`src/rtl/plane_block_packer.sv`:
```
// Packs 8-bit pixel bytes (MSB first) into 256-bit blocks with a block index within a plane.
// Optional PLANE_PACK_CSUM_EN adds csum[7:0], the running XOR of the bytes of the current plane.
module plane_block_packer #(
    parameter int BYTES_PER_BLOCK  = 32,
    parameter int BLOCKS_PER_PLANE = 256,
    parameter int IDX_W            = 8,
    localparam int BLOCK_W         = 8 * BYTES_PER_BLOCK
) (
    input  logic               clk,
    input  logic               rst,
    input  logic [7:0]         in_data,
    input  logic               in_valid,
    input  logic               in_sof,
    output logic               in_ready,
    output logic [BLOCK_W-1:0] blk_data,
    output logic               blk_valid,
    input  logic               blk_ready,
    output logic [IDX_W-1:0]   blk_idx,
    output logic               blk_last,
    output logic               plane_done,
`ifdef PLANE_PACK_CSUM_EN
    output logic [7:0]         csum,
`endif
    output logic               sync_err
);

    localparam int CNT_W = (BYTES_PER_BLOCK > 1) ? $clog2(BYTES_PER_BLOCK) : 1;
    localparam logic [CNT_W-1:0] LAST_BYTE = CNT_W'(BYTES_PER_BLOCK - 1);
    localparam logic [IDX_W-1:0] LAST_BLK  = IDX_W'(BLOCKS_PER_PLANE - 1);

    typedef enum logic {EMPTY, HOLD} state_t;

    state_t             state_q, state_d;
    logic [BLOCK_W-1:0] acc_q, acc_d;
    logic [CNT_W-1:0]   cnt_q, cnt_d;
    logic               acc_full_q, acc_full_d;
    logic [IDX_W-1:0]   full_idx_q, full_idx_d;
    logic [IDX_W-1:0]   fill_idx_q, fill_idx_d;
    logic [BLOCK_W-1:0] out_q, out_d;
    logic [IDX_W-1:0]   out_idx_q, out_idx_d;
    logic               sync_err_q, sync_err_d;
    logic               plane_done_q, plane_done_d;

    logic               byte_acc, blk_hs, out_take, at_bound, resync, blk_done;
    logic               load_full, load_new;
    logic [CNT_W-1:0]   eff_cnt;
    logic [IDX_W-1:0]   eff_idx;
    logic [BLOCK_W-1:0] shifted;

    always_comb begin
        byte_acc  = in_valid && in_ready;
        blk_hs    = blk_valid && blk_ready;
        out_take  = (state_q == EMPTY) || blk_ready;
        at_bound  = (cnt_q == '0) && (fill_idx_q == '0);
        resync    = byte_acc && in_sof && !at_bound;
        eff_cnt   = resync ? '0 : cnt_q;
        eff_idx   = resync ? '0 : fill_idx_q;
        blk_done  = byte_acc && (eff_cnt == LAST_BYTE);
        // Old bits of a discarded/transferred block simply shift out over the next block.
        shifted   = {acc_q[BLOCK_W-9:0], in_data};
        load_full = acc_full_q && out_take;
        load_new  = blk_done && out_take;
    end

    always_comb begin
        acc_d        = acc_q;
        cnt_d        = cnt_q;
        acc_full_d   = acc_full_q;
        full_idx_d   = full_idx_q;
        fill_idx_d   = fill_idx_q;
        out_d        = out_q;
        out_idx_d    = out_idx_q;
        sync_err_d   = sync_err_q | resync;
        plane_done_d = blk_hs && blk_last;
        if (load_full) begin
            acc_full_d = 1'b0;
            out_d      = acc_q;
            out_idx_d  = full_idx_q;
        end
        if (byte_acc) begin
            acc_d      = shifted;
            fill_idx_d = eff_idx;
            if (blk_done) begin
                cnt_d      = '0;
                fill_idx_d = (eff_idx == LAST_BLK) ? '0 : eff_idx + IDX_W'(1);
                if (load_new) begin
                    out_d     = shifted;
                    out_idx_d = eff_idx;
                end else begin
                    acc_full_d = 1'b1;
                    full_idx_d = eff_idx;
                end
            end else begin
                cnt_d = eff_cnt + CNT_W'(1);
            end
        end
    end

    always_ff @(posedge clk or posedge rst) begin
        if (rst) begin
            acc_q        <= '0;
            cnt_q        <= '0;
            acc_full_q   <= 1'b0;
            full_idx_q   <= '0;
            fill_idx_q   <= '0;
            out_q        <= '0;
            out_idx_q    <= '0;
            sync_err_q   <= 1'b0;
            plane_done_q <= 1'b0;
        end else begin
            acc_q        <= acc_d;
            cnt_q        <= cnt_d;
            acc_full_q   <= acc_full_d;
            full_idx_q   <= full_idx_d;
            fill_idx_q   <= fill_idx_d;
            out_q        <= out_d;
            out_idx_q    <= out_idx_d;
            sync_err_q   <= sync_err_d;
            plane_done_q <= plane_done_d;
        end
    end

    always_ff @(posedge clk or posedge rst) begin
        if (rst) state_q <= EMPTY;
        else     state_q <= state_d;
    end

    always_comb begin
        state_d = state_q;
        case (state_q)
            EMPTY: if (load_new || load_full) state_d = HOLD;
            HOLD:  if (blk_ready && !(load_new || load_full)) state_d = EMPTY;
            default: state_d = EMPTY;
        endcase
    end

    always_comb begin
        blk_valid  = (state_q == HOLD);
        // Only a completed block waiting behind an unaccepted output block stalls input.
        in_ready   = !(acc_full_q && (state_q == HOLD) && !blk_ready);
        blk_data   = out_q;
        blk_idx    = out_idx_q;
        blk_last   = (state_q == HOLD) && (out_idx_q == LAST_BLK);
        plane_done = plane_done_q;
        sync_err   = sync_err_q;
    end

`ifdef PLANE_PACK_CSUM_EN
    logic [7:0] csum_q, csum_d;

    always_comb begin
        csum_d = csum_q;
        if (byte_acc) csum_d = (at_bound || resync) ? in_data : (csum_q ^ in_data);
    end

    always_ff @(posedge clk or posedge rst) begin
        if (rst) csum_q <= '0;
        else     csum_q <= csum_d;
    end

    assign csum = csum_q;
`endif

endmodule

```
`config.mk`:
```
export PLATFORM = sky130hd
export DESIGN_NAME = plane_block_packer
export DESIGN_NICKNAME = d
export VERILOG_FILES = /design/src/rtl/plane_block_packer.sv
export SDC_FILE = /design/constraint.sdc
export NUM_CORES = 1
export LEC_CHECK = 0
export ABC_AREA = 1
export CAP_MARGIN = 20
export CORE_MARGIN = 4
export CORE_UTILIZATION = 50
export CTS_BUF_LIST = sky130_fd_sc_hd__clkbuf_16
export DETAILED_ROUTE_END_ITERATION = 12
export GPL_TIMING_DRIVEN = 1
export HOLD_SLACK_MARGIN = 0.06
export PLACE_DENSITY = 0.76
export SETUP_SLACK_MARGIN = 0.2
export SLEW_MARGIN = 0
export SYNTH_ARGS = -nofsm -noshare
export SYNTH_HDL_FRONTEND = slang
export SYNTH_SLANG_ARGS = --single-unit
```
`constraint.sdc`:
```
create_clock -name clk -period 18.9 [get_ports clk]
set_input_delay 3.78 -clock clk [delete_from_list [all_inputs] [get_ports clk]]
set_output_delay 3.78 -clock clk [all_outputs]
set_load 0.02 [all_outputs]
```
==> implementation parameters, run 1 <==
Parameter                              Value

Critical path
  Reg-to-reg critical path startpoint    blk_valid
  Maximum single-stage delay on the critical path    0.62 ns
  Flop-to-flop setup slack    14.00 ns
  Worst setup SP type    input port
  CP Buf/Inv Count    3
  Count of cells along the worst register-to-register path    19
  Worst setup path class    input port to output pin
  Ordered cell list for the critical path    clkdlybuf4s50_1, inv_1, nand3_4, clkdlybuf4s50_1
  Element type at the critical path end    output pin
  Worst EP arrival    between 5 and 6 ns
  Most repeated library cell on the critical path    clkdlybuf4s50_1
  CP max-delay cell    clkdlybuf4s50_1
  Cell type group with the largest total delay on the critical path    buffers and inverters
  Critical path required time    about 15 ns
  Max FO, Critical Path    3
  FF-to-FF End    blk_data[123]

GRT
  Number of global-route vias before repair    17,690
  First-pass GRT wire length    between 90,000 and 100,000 um
  Met2 track demand over resource    35.63%
  Maximum number of pins on one net before global-route repair    around 240
  Number of antenna violations at the first check in global routing    0
  Met1 GRT Util    29.35%
  Highest-utilization routing layer at the global route stage    met2
  GR met3 Demand/Resource    approximately 4.7%
  Remaining global-route overflow    0
  All-Layer GR Usage    between 20% and 30%

Synthesis
  Number of nets produced by synthesis    around 2,700
  Register bit count reported by yosys    about 550
  Area of the mapped netlist    23,160 um2
  Sequential share of the synthesized area    about 59%
  Mean instance size in the synthesized netlist    8.595 um2
  Number of distinct library cell variants in the gate-level netlist after synthesis    29
  Yosys warning count    0
  Post-Syn Instances    2,695

Die
  Row count    between 70 and 80
  Die Span X    223.2 um
  Placeable core region    45,580 um2
  Starting density of the core    about half
  Area of the die    49,840 um2
  IO Pins    about 280
  Vert. Die Dim    approximately 220 um

Layout
  Total inserted antenna cells    0
  Count of filler cells inserted in the layout    between 3,000 and 4,000
  Area Overhead vs Synth    20.00%
  Most common cell after layout, fill and taps aside    nand2_1
  Fraction of layout cells with a size suffix above 1    under 10%
  Area of all placed cells without fillers    27,800 um2
  Top library cells by usage in the layout, fill and taps aside    nand2_1, dfrtp_1, o21ai_0
  Util after Layout    about three fifths
  Storage cell area    between 10,000 and 15,000 um2
  Area of the multi-input gates    between 7000 and 8000 um2
  Final layout net count    just under 3,000
  Non-filler cells, final    between 3,000 and 4,000

Placement
  RD Place Congestion    between 0.8 and 0.9
  Setup WS pre-CTS    just under 10 ns
  Number of cells in the design after placement    between 3,000 and 4,000
  Placed cell areas    about 26,000 um2
  Buffers on Ports    281
  Placed wire-length estimate after detailed placement    between 30,000 and 40,000 um

Clock tree
  TritonCTS clock tree    yes
  Clock root cell    clkbuf_16
  Hold_buf cts    0
  Number of gates resized after cts    0
  Skew-Pair Late Insertion Delay    just under 0.6 ns
  Number of buffers added by the clock tree synthesis step    54
  Clock slew at the register clock pins of the worst setup and hold paths    0.06 ns
  Htree depth    2
  Buffers from clock root to sink, at most    3
  CTS sink count    between 500 and 600
  Post-CTS setup buffer count    0

Worst hold path
  Start point of the worst hold path    acc_q[233]
  Worst hold path endpoint    acc_q[233]
  Class of the most critical hold timing path    register to register
  Worst Hold Path Cells    2

Drt
  Routed vias    around 18,000
  DRC violation count after routing    0
  Length of the first detailed-routing pass in iterations    6
  Total length of routed wires    54,790 um
  Antenna violation net count after detailed routing    0
  Average via count per standard cell    5.183
  Per-cell routed wire length    approximately 16 um
  Number of design-rule violations left by the first detailed-router iteration    1,913

Pwr
  Largest vdd supply drop    between 0.00008 and 0.00009 V
  Tot Pwr    roughly 2.5 mW
  Cell leakage power    12.01 nW
  Power per cell area    approximately 90 nW/um2

Timing
  Share of the clock period used by the worst path    between 40 and 50%
  Slew at the pin closest to its max-slew limit    approximately 1.1 ns
  Finish-stage setup viols    0
  Max-Slew Margin vs Limit    between 20% and 30%
  Highest achievable clock rate    approximately 110 MHz
  Worst Setup Slack, final    10.07 ns
  Worst clock skew on the final layout    around 0.022 ns
  Setup TNS    0 ns
  Number of max-slew violations in the final report    0
  Final Hold Viols    0
  Min Clock Period, post-route    8.826 ns
  Min Hold Slack    a little under 0.5 ns
  Unrepaired setup endpoints after global routing    false

Outcome
  Run status    completed

Job
  Number of max-cap violations    0
[layout make-up]
class,count,area share [%]
Inverter,283,3.835
Clock inverter,43,1.071
Timing Repair Buffer,302,11.18
Sequential cell,545,49.06
Multi-Input combinational cell,1690,27.20
Tap cell,600,2.701
Clock buffer,55,4.951
[cell families (layout without fill, tap and decap cells)]
logic type / Yosys count / count (layout) / share of synthesized area [%]
flip-flops: 545 / 545 / 58.87
AND/OR/NAND/NOR: 895 / 895 / 15.07
AO/OA/AOI/OAI: 788 / 788 / 17.14
adder cells (fa/ha/maj): 3 / 3 / 0.1621
buffers and inverters: 460 / 683 / 8.599
XOR/XNOR: 4 / 4 / 0.1512
[layer usage]
metal | share of wire (%) | routed length (um) | vias to the layer above
li1 | - | - | 8972
met1 | 43 | 23590 | 8760
met2 | 49 | 26800 | 420
met3 | 5.8 | 3161 | 81
met4 | 2.3 | 1239 | 0
met5 | 0 | 0 | -
[synthesized netlist by cell type, drive strengths merged]
cell | instances | area (um2)
a21oi | 3 | 15.01
nand3 | 25 | 147.7
nand2 | 822 | 3118
nor4 | 2 | 12.51
clkbuf | 32 | 120.1
or2 | 1 | 6.260
a31oi | 15 | 93.84
ha | 3 | 37.54
o22ai | 2 | 12.51
inv | 283 | 1062
o211ai | 1 | 7.510
buf | 145 | 809.5
o21ai | 766 | 3834
a22o | 1 | 8.760
nor3 | 2 | 15.01
dfrtp | 545 | 13640
xor2 | 4 | 35.03
nand4 | 3 | 18.77
nor2 | 40 | 172.7
[where the power goes]
group	total (mW)	switching [mW]	internal, mW
registers	1.31	0.0496	1.26
clock network	1.02	0.441	0.579
logic	0.204	0.149	0.0552
[worst max-delay path by stage]
stage,from,end,slack [ns],depth (start not counted)
4_1_cts,blk_ready,in_ready,10.07,4
6_report,blk_ready,in_ready,10.07,4
5_1_grt,blk_ready,in_ready,10.02,4
3_5_place_dp,blk_ready,blk_data[112],9.86,19
2_1_floorplan,rst,acc_full_q,7.71,1
3_3_place_gp,blk_ready,blk_data[114],10.02,19
[flip-flops by register name, summed over array words and instances (netlist names)]
name        count
acc_q         256
blk_data      256
blk_idx         8
fill_idx_q      8
full_idx_q      8
cnt_q           5
acc_full_q      1
blk_valid       1
plane_done      1
sync_err        1
[worst register-to-register path, delay by kind of cell (launching register included)]
kind | cells | cell delay [ns]
AOI/OAI and AO/OA | 1 | 0.10
adders and majority gates | 2 | 0.39
buffers and inverters | 7 | 2.50
DFF | 1 | 0.47
and+or+nand+nor | 9 | 1.35
No activity file was read; power rests on OpenSTA's default activity.
==> run 2: changes to the inputs <==
--- a/config.mk
+++ b/config.mk
@@ -8,12 +8,12 @@
 export ABC_AREA = 1
 export CAP_MARGIN = 20
 export CORE_MARGIN = 4
-export CORE_UTILIZATION = 50
+export CORE_UTILIZATION = 55
 export CTS_BUF_LIST = sky130_fd_sc_hd__clkbuf_16
 export DETAILED_ROUTE_END_ITERATION = 12
 export GPL_TIMING_DRIVEN = 1
 export HOLD_SLACK_MARGIN = 0.06
-export PLACE_DENSITY = 0.76
+export PLACE_DENSITY = 0.79
 export SETUP_SLACK_MARGIN = 0.2
 export SLEW_MARGIN = 0
 export SYNTH_ARGS = -nofsm -noshare
==> constraint.sdc (replaced) <==
create_clock -name clk -period 8.26 [get_ports clk]
set_input_delay 1.652 -clock clk [delete_from_list [all_inputs] [get_ports clk]]
set_output_delay 1.652 -clock clk [all_outputs]
set_load 0.02 [all_outputs]
==> run 2 against run 1 <==
Compared with the run above:
- die area is 8.8% lower
- sequential power increased by 130%
- first-iteration DRC count up 0.73%
- routed wire length is 1.6% higher
- utilization rose by 6.5 points
- global-route usage increased by 2.9 points
- sequential share of layout area about the same
- combinational power is 130% higher
- largest cell class unchanged
==> implementation parameters, run 2 (synthesis gave the netlist of run 1 again) <==
Parameter                              Value

Clock tree
  Hold_buf cts    0 (unchanged)
  Buffers from clock root to sink, at most    3 (unchanged)
  Number of gates resized after cts    0 (unchanged)
  TritonCTS clock tree    yes (unchanged)
  CTS sink count    545 (unchanged)
  Number of buffers added by the clock tree synthesis step    54 (unchanged)
  Clock root cell    clkbuf_16 (unchanged)
  Htree depth    2 (unchanged)
  Skew-Pair Late Insertion Delay    0.59 ns (about the same)
  Post-CTS setup buffer count    0 (unchanged)
  Clock slew at the register clock pins of the worst setup and hold paths    0.06 ns (about the same)

Drt
  Antenna violation net count after detailed routing    0 (unchanged)
  Average via count per standard cell    5.316 (was 5.183)
  Routed vias    18,340 (was 18,230)
  Length of the first detailed-routing pass in iterations    5 (was 6)
  Total length of routed wires    55,700 um (was 54,790 um)
  DRC violation count after routing    0 (unchanged)
  Per-cell routed wire length    16.14 um (was 15.57 um)
  Number of design-rule violations left by the first detailed-router iteration    1,927 (was 1,913)

Pwr
  Power per cell area    216.4 nW/um2 (was 91.07 nW/um2)
  Largest vdd supply drop    0.0001528 V (was 0.00008098 V)
  Cell leakage power    12.05 nW (was 12.01 nW)
  Tot Pwr    6.017 mW (was 2.532 mW)

GRT
  All-Layer GR Usage    24.54% (was 21.61%)
  First-pass GRT wire length    91,670 um (was 90,410 um)
  Maximum number of pins on one net before global-route repair    242 (was 244)
  Number of antenna violations at the first check in global routing    0 (unchanged)
  Number of global-route vias before repair    17,850 (was 17,690)
  Remaining global-route overflow    0 (unchanged)

Die
  Vert. Die Dim    213.2 um (was 223.2 um)
  Starting density of the core    56.22% (was 50.83%)
  Placeable core region    41,200 um2 (was 45,580 um2)
  IO Pins    282 (unchanged)
  Die Span X    213.2 um (was 223.2 um)
  Area of the die    45,460 um2 (was 49,840 um2)
  Row count    74 (was 78)

Placement
  Buffers on Ports    281 (unchanged)
  Placed wire-length estimate after detailed placement    34,800 um (was 34,600 um)
  Setup WS pre-CTS    2.415 ns (was 9.857 ns)
  RD Place Congestion    0.8311 (was 0.8501)

Layout
  Most common cell after layout, fill and taps aside    nand2_1 (unchanged)
  Area Overhead vs Synth    20.04% (was 20.00%)
  Total inserted antenna cells    0 (unchanged)
  Count of filler cells inserted in the layout    3,206 (was 3,829)
  Final layout net count    2,888 (was 2,892)
  Storage cell area    13,640 um2 (unchanged)
  Top library cells by usage in the layout, fill and taps aside    nand2_1, dfrtp_1, o21ai_0 (unchanged)
  Area of the multi-input gates    7561 um2 (unchanged)
  Fraction of layout cells with a size suffix above 1    3.907% (was 3.838%)

Critical path
  Worst setup path class    input port to register (was input port to output pin)
  Element type at the critical path end    register (was output pin)
  Max FO, Critical Path    226 (was 3)
  Worst setup SP type    input port (unchanged)
  Critical path required time    8.77 ns (was 15.12 ns)
  Worst EP arrival    5.72 ns (was 5.05 ns)

Timing
  Finish-stage setup viols    0 (unchanged)
  Max-Slew Margin vs Limit    33.54% (was 26.14%)
  Min Hold Slack    0.4834 ns (was 0.4814 ns)
  Worst clock skew on the final layout    0.01515 ns (was 0.02203 ns)
  Worst Setup Slack, final    3.043 ns (was 10.07 ns)
  Share of the clock period used by the worst path    63.16%
  Slew at the pin closest to its max-slew limit    0.9970 ns (was 1.108 ns)
  Min Clock Period, post-route    about 5.2 ns
  Highest achievable clock rate    191.7 MHz
  Unrepaired setup endpoints after global routing    false (unchanged)
  Number of max-slew violations in the final report    0 (unchanged)
  Final Hold Viols    0 (unchanged)

Outcome
  Run status    completed (unchanged)

Job
  Number of max-cap violations    0 (unchanged)

Worst hold path
  Class of the most critical hold timing path    register to register (unchanged)
run 2: report_power, final:
part           total, mW  leakage [nW]  internal [mW]  switching, mW
registers           2.99          7.38           2.88          0.114
clock network       2.55         0.939           1.52           1.03
logic              0.474          3.73          0.126          0.347
run 2: worst paths after layout:
| check | cells after the start | slack (ns) | from | end |
|---|---|---|---|---|
| min | 2 | 0.48 | acc_q[111] | acc_q[111] |
| min reg2reg | 2 | 0.48 | acc_q[111] | acc_q[111] |
| max | 17 | 3.04 | in_valid | blk_data[179] |
| min in group asynchronous | 2 | 1.57 | rst | acc_q[30] |
| max reg2reg | 17 | 4.13 | blk_valid | blk_data[179] |
| max in group asynchronous | 3 | 5.30 | rst | acc_q[131] |
run 2: per-layer routing:
metal / up-vias / wire length [um] / track usage, %
met3: 103 / 3254 / 4.672
li1: 8985 / - / -
met2: 488 / 27120 / 39.98
met4: 0 / 1475 / 7.570
met5: - / 0 / 0
met1: 8764 / 23850 / 33.95
run 2: through the flow:
| stage | setup TNS (ns) | utilization, % | area (um2) | std cells |
|---|---|---|---|---|
| after global placement | 0 | 62.92 | 25930 | 3347 |
| after detailed placement | 0 | 62.92 | 25930 | 3347 |
| final | 0 | 67.49 | 27810 | 3450 |
| after global routing | 0 | 67.49 | 27810 | 3450 |
| after floorplan | -439.22 | - | 23170 | 2695 |
| after CTS | 0 | 67.42 | 27780 | 3449 |
run 2: cell type report:
type                       instances  area share, %
inverter                         283          3.834
tap                              532          2.394
sequential                       545          49.05
clock inverter                    45          1.534
multi-input combinational       1690          27.19
clock buffer                      57          5.130
timing repair buffer             298          10.87
run 2: critical path: stages:
cell,delay [ns]
clkdlybuf4s50_1,0.61
nand3_2,0.19
inv_2,0.08
nand2_2,0.18
inv_2,0.21
nor2_1,0.08
ha_1,0.20
nand3_1,0.11
nor2_1,0.06
ha_1,0.19
inv_1,0.09
nor2_4,0.10
nand2_8,0.28
buf_16,0.51
buf_12,0.73
nand2_1,0.11
o21ai_1,0.13
==> run 3: changes to the inputs <==
==> constraint.sdc (replaced) <==
create_clock -name clk -period 5.1 [get_ports clk]
set_input_delay 1.02 -clock clk [delete_from_list [all_inputs] [get_ports clk]]
set_output_delay 1.02 -clock clk [all_outputs]
set_load 0.02 [all_outputs]
==> run 3 against run 2 <==
Compared with the run above:
- sequential share of layout area is 0.082 points lower
- setup slack worse by 2.0 ns
- sequential power is 62% higher
- hold slack worse by 0.0049 ns
- final area is 0.17% higher
- clock power is 62% higher
- critical path type is now register to register
- critical endpoint is now blk_data[69]
- highest routed layer unchanged
==> implementation parameters, run 3 (synthesis gave the netlist of run 1 again) <==
Parameter                              Value

Outcome
  Run status    completed (unchanged)

Die
  Vert. Die Dim    213.2 um (unchanged)
  Row count    74 (unchanged)
  Placeable core region    41,200 um2 (unchanged)
  Starting density of the core    56.22% (unchanged)
  Die Span X    213.2 um (unchanged)
  Area of the die    45,460 um2 (unchanged)
  IO Pins    282 (unchanged)

Clock tree
  Hold_buf cts    0 (unchanged)
  CTS sink count    545 (unchanged)
  Clock root cell    clkbuf_16 (unchanged)
  Clock slew at the register clock pins of the worst setup and hold paths    0.06 ns (about the same)
  TritonCTS clock tree    yes (unchanged)
  Buffers from clock root to sink, at most    3 (unchanged)
  Post-CTS setup buffer count    0 (unchanged)
  Htree depth    2 (unchanged)
  Number of gates resized after cts    0 (unchanged)
  Skew-Pair Late Insertion Delay    0.60 ns (was 0.59 ns)
  Number of buffers added by the clock tree synthesis step    55 (was 54)

Pwr
  Tot Pwr    9.747 mW (was 6.017 mW)
  Largest vdd supply drop    0.0002547 V (was 0.0001528 V)
  Cell leakage power    12.08 nW (was 12.05 nW)
  Power per cell area    349.9 nW/um2 (was 216.4 nW/um2)

Drt
  Antenna violation net count after detailed routing    0 (unchanged)
  Per-cell routed wire length    16.31 um (was 16.14 um)
  Length of the first detailed-routing pass in iterations    6 (was 5)
  Number of design-rule violations left by the first detailed-router iteration    1,992 (was 1,927)
  Routed vias    18,610 (was 18,340)
  Total length of routed wires    56,270 um (was 55,700 um)
  Average via count per standard cell    5.396 (was 5.316)
  DRC violation count after routing    0 (unchanged)

Critical path
  Count of cells along the worst register-to-register path    16 (was 17)
  Flop-to-flop setup slack    1.04 ns (was 4.13 ns)
  Element type at the critical path end    register (unchanged)
  Ordered cell list for the critical path    nand3_4, nand3_2, inv_2, nand2_2, inv_2, nor2_1, ha_1, nand3_1, nor2_1, ha_1, inv_1, nor2_4, nand2_8, buf_12, nand2_1, o21ai_1 (was clkdlybuf4s50_1, nand3_2, inv_2, nand2_2, inv_2, nor2_1, ha_1, nand3_1, nor2_1, ha_1, inv_1, nor2_4, nand2_8, buf_16, buf_12, nand2_1, o21ai_1)
  Worst EP arrival    4.48 ns (was 5.72 ns)
  CP Buf/Inv Count    4 (was 6)
  Max FO, Critical Path    214 (was 226)
  CP endpoint    blk_data[69] (was blk_data[179])
  Cell type group with the largest total delay on the critical path    simple AND/OR/NAND/NOR gates (was buffers and inverters)
  WP depth    16 (was 17)
  Worst setup SP type    register (was input port)
  CP max-delay cell    dfrtp_1 (was buf_12)
  Critical path required time    5.52 ns (was 8.77 ns)
  FF-to-FF End    blk_data[69] (was blk_data[179])
  Launching instance or port of the critical path    acc_full_q (was in_valid)
  Maximum single-stage delay on the critical path    1.04 ns (was 0.73 ns)
  Reg-to-reg critical path startpoint    acc_full_q (was blk_valid)
  Worst setup path class    register to register (was input port to register)

Timing
  Finish-stage setup viols    0 (unchanged)
  Final Hold Viols    0 (unchanged)
  Worst clock skew on the final layout    0.02016 ns (was 0.01515 ns)
  Max-Slew Margin vs Limit    29.79% (was 33.54%)
  Unrepaired setup endpoints after global routing    false (unchanged)
  Worst Setup Slack, final    1.043 ns (was 3.043 ns)
  Share of the clock period used by the worst path    79.55%
  Highest achievable clock rate    246.5 MHz
  Min Hold Slack    0.4784 ns (was 0.4834 ns)
  Number of max-slew violations in the final report    0 (unchanged)
  Min Clock Period, post-route    a little over 4 ns
  Slew at the pin closest to its max-slew limit    1.053 ns (was 0.9970 ns)

Layout
  Most common cell after layout, fill and taps aside    nand2_1 (unchanged)
  Final layout net count    2,890 (was 2,888)
  Total inserted antenna cells    0 (unchanged)
  Count of filler cells inserted in the layout    3,155 (was 3,206)
  Area of the multi-input gates    7561 um2 (unchanged)
  Fraction of layout cells with a size suffix above 1    3.977% (was 3.907%)
  Area of all placed cells without fillers    27,850 um2 (was 27,810 um2)
  Area Overhead vs Synth    20.24% (was 20.04%)
  Top library cells by usage in the layout, fill and taps aside    nand2_1, dfrtp_1, o21ai_0 (unchanged)
  Storage cell area    13,640 um2 (unchanged)
  Util after Layout    67.60% (was 67.49%)

GRT
  Met2 track demand over resource    40.11% (was 39.98%)
  First-pass GRT wire length    91,690 um (was 91,670 um)
  Met1 GRT Util    34.56% (was 33.95%)
  GR met3 Demand/Resource    4.276% (was 4.672%)
  Remaining global-route overflow    0 (unchanged)
  Maximum number of pins on one net before global-route repair    281 (was 242)
  All-Layer GR Usage    24.61% (was 24.54%)
  Number of global-route vias before repair    17,990 (was 17,850)
  Highest-utilization routing layer at the global route stage    met2 (unchanged)
  Number of antenna violations at the first check in global routing    0 (unchanged)

Placement
  Setup WS pre-CTS    0.7657 ns (was 2.415 ns)
  Placed cell areas    26,000 um2 (was 25,930 um2)
  Placed wire-length estimate after detailed placement    35,470 um (was 34,800 um)
  RD Place Congestion    0.8239 (was 0.8311)
  Buffers on Ports    281 (unchanged)

Worst hold path
  Class of the most critical hold timing path    register to register (unchanged)

Job
  Number of max-cap violations    0 (unchanged)
## run 3: changes by cell type in the layout (fill, tap and decap cells not counted)
cell        before  now
clkinvlp_4       3    1
buf_16           1    0
clkinv_2        11   12
clkinv_1        15   12
clkinv_4         0    2
buf_4           11    8
buf_12           5   10
## run 3: worst min-delay path by stage
stage / start / end / slack (ns) / cells past startpoint
after floorplan: acc_q[0] / acc_q[0] / 0.45 / 2
after global placement: acc_q[162] / acc_q[162] / 0.46 / 2
after detailed placement: acc_q[152] / acc_q[152] / 0.47 / 2
after CTS: acc_q[152] / acc_q[152] / 0.49 / 2
after global routing: acc_q[131] / acc_q[131] / 0.50 / 2
final: acc_q[164] / acc_q[164] / 0.48 / 2
## run 3: area by class of cell
cell class                 count  share of cell area [%]
inverter                     283                   3.827
clock buffer                  57                   5.121
tap                          532                   2.390
sequential                   545                   48.96
timing repair buffer         299                   11.03
clock inverter                43                   1.518
multi-input combinational   1690                   27.15
## run 3: through the flow
step,TNS [ns],std cells
floorplan,-1816.98,2695
finish,0,3449
CTS,0,3449
global route,0,3449
global placement,0,3349
detailed placement,0,3349
## run 3: where the power goes
group	switching (mW)	total (mW)	internal, mW	leakage (nW)
logic	0.561	0.767	0.206	3.75
clock network	1.67	4.13	2.47	0.946
registers	0.188	4.85	4.66	7.38
## run 3: routing by layer
| layer | wire, um | share of wire, % | vias up |
|---|---|---|---|
| met3 | 3345 | 5.9 | 106 |
| li1 | - | - | 8974 |
| met4 | 1371 | 2.4 | 0 |
| met1 | 23990 | 43 | 8944 |
| met2 | 27560 | 49 | 586 |
| met5 | 0 | 0 | - |
## run 3: worst reg2reg max path, delay by kind of cell, from the launching register on
| kind | cells | cell delay, ns |
|---|---|---|
| DFF | 1 | 1.04 |
| and+or+nand+nor | 9 | 1.87 |
| AOI/OAI and AO/OA | 1 | 0.10 |
| buffers and inverters | 4 | 0.54 |
| adders and majority gates | 2 | 0.35 |
